===== config.mk =====
export PLATFORM = sky130hd
export DESIGN_NAME = dpbram_stream_reader_flat
export DESIGN_NICKNAME = d
export VERILOG_FILES = /design/src/rtl/dpbram_stream_reader_if.sv /design/src/rtl/dpbram_stream_reader.sv /design/src/flat_wrapper.sv
export SDC_FILE = /design/constraint.sdc
export NUM_CORES = 1
export LEC_CHECK = 0
export ABC_AREA = 1
export BUFFER_PORTS_ARGS = -buffer_cell sky130_fd_sc_hd__buf_2
export CAP_MARGIN = 5
export CORE_ASPECT_RATIO = 1.25
export CORE_MARGIN = 4
export CORE_UTILIZATION = 54
export DETAILED_ROUTE_END_ITERATION = 8
export PLACE_DENSITY_LB_ADDON = 0.2
export SYNTH_ARGS = -nofsm -noshare
export SYNTH_HDL_FRONTEND = slang
export SYNTH_SLANG_ARGS = --single-unit

===== constraint.sdc =====
create_clock -name i_clk -period 2.7 [get_ports i_clk]
set_clock_uncertainty 0.2 [all_clocks]
set_input_delay 0.54 -clock i_clk [delete_from_list [all_inputs] [get_ports i_clk]]
set_output_delay 0.54 -clock i_clk [all_outputs]
set_load 0.05 [all_outputs]

===== src/rtl/dpbram_stream_reader_if.sv =====
// BRAM master port bundle plus the valid/ready output stream of the reader.
// The master modport is the reader side; the slave modport is the RAM/consumer side.
interface dpbram_stream_reader_if #(
  parameter int unsigned DWIDTH    = 16,
  parameter int unsigned RAM_DEPTH = 1000
);
  localparam int unsigned AW = $clog2(RAM_DEPTH);

  logic [AW-1:0]     m_addr;
  logic              m_ce;
  logic              m_we;
  logic [DWIDTH-1:0] m_din;
  logic [DWIDTH-1:0] m_dout;
  logic [DWIDTH-1:0] o_data;
  logic              o_valid;
  logic              i_ready;

  modport master (
    output m_addr, m_ce, m_we, m_din, o_data, o_valid,
    input  m_dout, i_ready
  );

  modport slave (
    input  m_addr, m_ce, m_we, m_din, o_data, o_valid,
    output m_dout, i_ready
  );
endinterface


===== src/rtl/dpbram_stream_reader.sv =====
// Streams i_length consecutive BRAM words (wrapping at RAM_DEPTH-1) onto a valid/ready
// output through a 2-entry FIFO; never writes the RAM.
module dpbram_stream_reader #(
  parameter int unsigned DWIDTH    = 16,
  parameter int unsigned RAM_DEPTH = 1000,
  localparam int unsigned AW       = $clog2(RAM_DEPTH),
  localparam int unsigned LW       = $clog2(RAM_DEPTH + 1)
) (
  input  logic          i_clk,
  input  logic          i_rst,
  input  logic          i_start,
  input  logic [AW-1:0] i_base_addr,
  input  logic [LW-1:0] i_length,
  output logic          o_busy,
  output logic          o_done,
  dpbram_stream_reader_if.master io_bus
);

  typedef enum logic [1:0] {StIdle, StRun, StDrain, StDone} state_e;

  state_e                  r_state;
  state_e                  w_state_d;
  logic [AW-1:0]           r_ptr;
  logic [AW-1:0]           w_ptr_inc;
  logic [LW-1:0]           r_remaining;
  logic                    r_inflight;
  logic [1:0][DWIDTH-1:0]  r_fifo;
  logic                    r_wr_idx;
  logic                    r_rd_idx;
  logic [1:0]              r_occ;
  logic [1:0]              w_occ_d;
  logic                    w_pop;
  logic                    w_push;
  logic                    w_issue;

  assign w_pop  = (r_occ != 2'd0) & io_bus.i_ready;
  assign w_push = r_inflight;

  // Issue only if the FIFO can still absorb this read after the current pop; this makes
  // m_ce depend combinationally on i_ready so a full-rate stream keeps 1 word/cycle.
  assign w_issue = (r_state == StRun) && (r_remaining != '0) &&
                   (({1'b0, r_occ} + {2'b00, r_inflight}) < (3'd2 + {2'b00, w_pop}));

  assign w_occ_d   = r_occ + {1'b0, w_push} - {1'b0, w_pop};
  assign w_ptr_inc = (r_ptr == AW'(RAM_DEPTH - 1)) ? '0 : r_ptr + AW'(1);

  always_comb begin
    w_state_d = r_state;
    unique case (r_state)
      StIdle: begin
        if (i_start) w_state_d = (i_length == '0) ? StDone : StRun;
      end
      StRun: begin
        if (w_issue && (r_remaining == LW'(1))) w_state_d = StDrain;
      end
      StDrain: begin
        // Last beat leaves the FIFO with nothing behind it.
        if (w_pop && !r_inflight && (r_occ == 2'd1)) w_state_d = StDone;
      end
      StDone: begin
        w_state_d = StIdle;
      end
    endcase
  end

  always_ff @(posedge i_clk or posedge i_rst) begin
    if (i_rst) begin
      r_state     <= StIdle;
      r_ptr       <= '0;
      r_remaining <= '0;
      r_inflight  <= 1'b0;
      r_fifo      <= '0;
      r_wr_idx    <= 1'b0;
      r_rd_idx    <= 1'b0;
      r_occ       <= 2'd0;
    end else begin
      r_state    <= w_state_d;
      r_inflight <= w_issue;
      r_occ      <= w_occ_d;
      if ((r_state == StIdle) && i_start) begin
        r_ptr       <= i_base_addr;
        r_remaining <= i_length;
      end else if (w_issue) begin
        r_ptr       <= w_ptr_inc;
        r_remaining <= r_remaining - LW'(1);
      end
      if (w_push) begin
        r_fifo[r_wr_idx] <= io_bus.m_dout;
        r_wr_idx         <= ~r_wr_idx;
      end
      if (w_pop) r_rd_idx <= ~r_rd_idx;
    end
  end

  assign o_busy         = (r_state != StIdle);
  assign o_done         = (r_state == StDone);
  assign io_bus.m_addr  = r_ptr;
  assign io_bus.m_ce    = w_issue;
  assign io_bus.m_we    = 1'b0;
  assign io_bus.m_din   = '0;
  assign io_bus.o_valid = (r_occ != 2'd0);
  assign io_bus.o_data  = r_fifo[r_rd_idx];

endmodule


===== src/flat_wrapper.sv =====
// flat-port wrapper written by rule: the top's interface ports become plain ports
module dpbram_stream_reader_flat 
#(
  parameter int unsigned DWIDTH    = 16,
  parameter int unsigned RAM_DEPTH = 1000,
  localparam int unsigned AW       = $clog2(RAM_DEPTH),
  localparam int unsigned LW       = $clog2(RAM_DEPTH + 1)
)
  (i_clk, i_rst, i_start, i_base_addr, i_length, o_busy, o_done, io_bus_m_addr, io_bus_m_ce, io_bus_m_we, io_bus_m_din, io_bus_o_data, io_bus_o_valid, io_bus_m_dout, io_bus_i_ready);
  dpbram_stream_reader_if #(.DWIDTH(DWIDTH), .RAM_DEPTH(RAM_DEPTH)) io_bus_i ();
  input  logic i_clk;
  input  logic i_rst;
  input  logic i_start;
  input  logic [AW-1:0] i_base_addr;
  input  logic [LW-1:0] i_length;
  output logic o_busy;
  output logic o_done;
  output wire logic [$bits(io_bus_i.m_addr)-1:0] io_bus_m_addr;
  output wire logic [$bits(io_bus_i.m_ce)-1:0] io_bus_m_ce;
  output wire logic [$bits(io_bus_i.m_we)-1:0] io_bus_m_we;
  output wire logic [$bits(io_bus_i.m_din)-1:0] io_bus_m_din;
  output wire logic [$bits(io_bus_i.o_data)-1:0] io_bus_o_data;
  output wire logic [$bits(io_bus_i.o_valid)-1:0] io_bus_o_valid;
  input wire logic [$bits(io_bus_i.m_dout)-1:0] io_bus_m_dout;
  input wire logic [$bits(io_bus_i.i_ready)-1:0] io_bus_i_ready;
  assign io_bus_m_addr = io_bus_i.m_addr;
  assign io_bus_m_ce = io_bus_i.m_ce;
  assign io_bus_m_we = io_bus_i.m_we;
  assign io_bus_m_din = io_bus_i.m_din;
  assign io_bus_o_data = io_bus_i.o_data;
  assign io_bus_o_valid = io_bus_i.o_valid;
  assign io_bus_i.m_dout = io_bus_m_dout;
  assign io_bus_i.i_ready = io_bus_i_ready;
  dpbram_stream_reader #(.DWIDTH(DWIDTH), .RAM_DEPTH(RAM_DEPTH)) u_core (.i_clk(i_clk), .i_rst(i_rst), .i_start(i_start), .i_base_addr(i_base_addr), .i_length(i_length), .o_busy(o_busy), .o_done(o_done), .io_bus(io_bus_i));
endmodule

; Word-level counts from Yosys, hierarchy flattened
; Index checks and enable logic that the tools add are counted.
[totals]
output_inout_bits = 47
inputBits = 40
ff_bits = 59
elab_cells = 61
[op_classes]
bitwise = 3
reduce_logical = 15
n_eq_ne = 9
muxes = 15
magnitude_cmp = 4
addsub = 6
[ops]
columns = op, count
row1 = 10-bit 2-to-1 mux, 5
row2 = 16-bit 2-to-1 mux, 3
row3 = 32-bit bitwise mux, 1
row4 = 16-bit demux with 1-bit select, 1
row5 = "10-bit by 1-bit adder with 10-bit output, second input constant", 1
row6 = "10-bit by 1-bit == test with 1-bit output, second input constant", 1
row7 = "10-bit == test, second input constant", 1
row8 = 10-bit zero test, 1
row9 = 10-bit nonzero test, 1
row10 = "10-bit by 1-bit subtractor with 10-bit output, second input constant", 1
row11 = 2-bit 2-to-1 mux, 4
row12 = 2-bit one-hot mux with 4 select lines, 1
row13 = 1-bit logical AND, 7
row14 = 2-bit nonzero test, 3
row15 = "2-bit by 1-bit == test with 1-bit output, second input constant", 2
row16 = "2-bit == test, second input constant", 2
row17 = "1-bit by 2-bit less-than comparator with 1-bit output, second input constant", 2
row18 = "2-bit inequality test, second input constant", 2
row19 = 2-bit by 1-bit adder with 3-bit output, 1
row20 = "2-bit by 1-bit adder with 3-bit output, first input constant", 1
row21 = 3-bit less-than comparator, 1
row22 = 3-bit AND reduction, 1
row23 = 2-bit by 1-bit adder with 2-bit output, 1
row24 = 2-bit zero test, 1
row25 = other kinds (6), 7

; Logic depth before layout (Yosys ltp)
[logic_depth]
ltp_word = 8
ltp_mapped = 10
depth_no_buf = 10

; Least setup slack after synthesis
; Ideal clock, no wire load.
[synth_timing]
path_type = reg-to-output
start = register u_core.r_occ[0]
end = output port io_bus_m_ce
t_arrival_ns = 1.669
slack_ns = 0.291
required_ns = 1.960
path_stages_with_launch = 7
n_path_buf = 1
path_cell_list = dfrtp_1 -> ha_1 -> ha_1 -> a21oi_4 -> nand2_4 -> buf_4 -> inv_1
[synth_between]
elab_chain_len = 5
elab_cells_between_ends = 6
classes_between = add/sub: 2 / order compare: 1 / bitwise: 1 / reduce/logical: 2
[synth_rtl]
columns = element, line
row1 = "start, declared", dpbram_stream_reader.sv:30  ; logic [1:0] r_occ;
row2 = "start signal, assigned", dpbram_stream_reader.sv:79  ; r_occ <= w_occ_d;
row3 = 2-bit nonzero test, dpbram_stream_reader.sv:36  ; assign w_pop = (r_occ != 2'd0) & io_bus.i_ready;
row4 = 1-bit AND, dpbram_stream_reader.sv:36
row5 = 2-bit by 1-bit adder with 3-bit output, dpbram_stream_reader.sv:42  ; (({1'b0, r_occ} + {2'b00, r_inflight}) < (3'd2 + {2'b00, w_pop}));
row6 = 3-bit less-than comparator *, dpbram_stream_reader.sv:42
row7 = 1-bit logical AND *, dpbram_stream_reader.sv:41  ; assign w_issue = (r_state == StRun) && (r_remaining != '0) &&
row8 = "end, declared", flat_wrapper.sv:19  ; output wire logic [$bits(io_bus_i.m_ce)-1:0] io_bus_m_ce;
; Every way passes the cells marked *; elsewhere a longest branch is shown, timed or not.

; Worst setup path in the final report
; Same ends and word-level chain as after synthesis.

==> impl_metrics.env <==
export IMPL_synthToLayoutAreaGrowth_pct=15.5
export IMPL_yosysWarningCount=0
export IMPL_clk_path_buf_depth=2
export IMPL_first_global_vias=2635
export IMPL_yosys_register_bits=59
export IMPL_antenna_found_initial=0
export IMPL_die_h_um=97.6
export IMPL_powerDensity_mw_per_mm2=1450
export IMPL_synth_most_common_cell="nand2_1"
export IMPL_drc=0
export IMPL_synth_top_cell_area_share_pct=42.6
export IMPL_synth_cell_types=37
export IMPL_top_usage_layer="met2"
export IMPL_cts_sinks=59
export IMPL_grt_pass1_wl_um=11700
export IMPL_ctsResizeCount=0
export IMPL_synth_area_leaders="dfrtp_1 (43%), nand2_1 (12%), nand3_1 (5.6%), o21ai_0 (5.5%), mux2_2 (5.2%)"
export IMPL_min_period_over_period_pct=97.4
export IMPL_grt_remaining_overflow=0
export IMPL_post_drt_wl_per_cell_um=12.1
export IMPL_max_cap_viol_count=0
export IMPL_period_minus_slack_ps=2630
export IMPL_syn_inst=421
export IMPL_arrival_ps=1890
export IMPL_met2_usage_pct=32.5
export IMPL_async_flop_share_pct=100
export IMPL_yosysTopAreaCell="dfrtp_1"
export IMPL_viasPerCell=4.84
export IMPL_hold_class="in -> async"
export IMPL_syn_area_mm2=0.00347
export IMPL_die_area_mm2=0.00777
export IMPL_core_mm2=0.00621
export IMPL_fmax_mhz=380
export IMPL_numCtsBuffers=9
export IMPL_vdd_ir_drop_worst_uv=720
export IMPL_drt_total_wl_um=7040
export IMPL_start_kind="register"
export IMPL_rows=32
export IMPL_fin_cells=580
export IMPL_cp_end_kind="primary output"
export IMPL_syn_area_per_cell_um2=8.24
export IMPL_rr_worst_depth=8
export IMPL_slew_limit_headroom_pct=56.6
export IMPL_synth_flop_cell="dfrtp_1"
export IMPL_cts_tree="done"
export IMPL_grtUsageTotal_pct=18.8
export IMPL_ios=87
export IMPL_place_inst=564
export IMPL_cts_root_buf="clkbuf_8"
export IMPL_grt_max_degree=36
export IMPL_place_gp_congestion=0.844
export IMPL_drt_pass1_iterations=4
export IMPL_fin_area_mm2=0.00400
export IMPL_path_max_fanout=4
export IMPL_clkLatencyLatePin_ps=340
export IMPL_n_antenna_cell=0
export IMPL_synthTopCellsByCount="nand2_1 (107), dfrtp_1 (59), inv_1 (42), nand3_1 (39), o21ai_0 (38)"
export IMPL_drive_gt1_share_pct=26.1
export IMPL_synth_edff_count=0
export IMPL_grt_use_met3_pct=3.06
export IMPL_vias=2809
export IMPL_dpl_instance_area_mm2=0.00381
export IMPL_worst_slew_pin_slew_ps=650
export IMPL_clkTransAtPathRegs_ps=70
export IMPL_status="complete, no violations"
export IMPL_rsz0062_at_grt="false"
export IMPL_post_cts_buffers=0
export IMPL_total_power_mw=5.79
export IMPL_final_hold_viol_count=0
export IMPL_seq_area_frac_synth_pct=42.6
export IMPL_h_tree_depth=3
export IMPL_holdBufCountCts=0
export IMPL_ant_nets=0
export IMPL_start_util_pct=55.9
export IMPL_dpl_hpwl_um=5060
export IMPL_drv_slew=0
export IMPL_critPathRequiredTime_ps=1960
export IMPL_drt_iter0_drc=83
export IMPL_hold_worst_slack_ps=37.2
export IMPL_fin_nets=543
export IMPL_grt_use_met1_pct=22.6
export IMPL_setup_viol=0
export IMPL_tns_ps=0
export IMPL_port_buffers=69
export IMPL_worstSetupPathType="reg -> out"
export IMPL_die_x_um=79.7
export IMPL_p_leak_nw=2.14
where the power goes:
part | total [mW] | internal, mW | switching (mW) | leakage (nW)
Sequential | 1.66 | 1.33 | 0.328 | 0.724
Clock | 0.792 | 0.422 | 0.370 | 0.0950
Combinational | 3.34 | 1.03 | 2.32 | 1.32
metrics by stage:
stage / setup WS (ps) / util, %
after floorplan: 291 / -
after global routing: 7.58 / 64.5
after detailed placement: 436 / 61.4
final: 71.0 / 64.5
after global placement: 482 / 61.4
after CTS: 57.5 / 64.5
cell usage in the layout (no fill, tap or decap), drive strengths merged:
cell,count
nand2,111
buf,75
dfrtp,59
o21ai,45
inv,44
nand3,43
nor2,30
conb,17
mux2,16
ha,13
clkbuf,9
xor2,5
a21oi,5
xnor2,4
clkinv,4
or2,3
nand4,3
clkinvlp,2
o22ai,1
nand3b,1
nor3,1
o31ai,1
a31oi,1
o211ai,1
bufinv,1
cell type report:
class / count / area [um^2]
repair buffers: 75 / 403
inverters: 44 / 165
well taps: 85 / 106
flip-flops and latches: 59 / 1480
multi-input cells: 301 / 1660
fillers: 584 / 2200
clock buffers: 9 / 124
clock inverters: 7 / 68.8
final timing paths:
kind,endpoint,start,slack (ps)
min reg2reg,u_core.r_rd_idx,u_core.r_rd_idx,270
min in group i_clk,u_core.io_bus.m_addr[2],i_base_addr[2],220
max reg2reg,u_core.io_bus.m_addr[8],u_core.r_occ[0],690
max in group asynchronous,u_core.r_state[1],i_rst,1690
max,io_bus_m_ce,u_core.r_occ[0],70
min,u_core.io_bus.m_addr[9],i_rst,40
layer usage:
layer	wire (um)	part of all wire, %
met1	3060	43
met2	3610	51
met3	347	4.9
met4	28	0.40
met5	0	0
critical path, cell delays in order, from the launching register on:
cell,delay (ps)
dfrtp_1,410
ha_1,220
ha_1,310
a21oi_4,190
nand2_4,60
inv_1,100
buf_2,270
registers in the layout, summed over array words and instances, names as in the netlist:
name                  flops
u_core.io_bus.m_addr     10
u_core.r_occ              2
u_core.r_fifo            32
u_core.r_state            2
u_core.r_rd_idx           1
u_core.r_inflight         1
u_core.r_wr_idx           1
u_core.r_remaining       10
cells by family after synthesis:
kind of cell	count (synthesis)	synth area share (%)
simple gates	192	25.1
buf+inv	77	11.3
flops	59	42.6
compound gates	54	8.81
mux	16	5.20
fa+ha+maj	13	4.69
xor+xnor	9	2.27
other cells	1	0.108
Note: power is estimated with default switching activity, not from simulation.
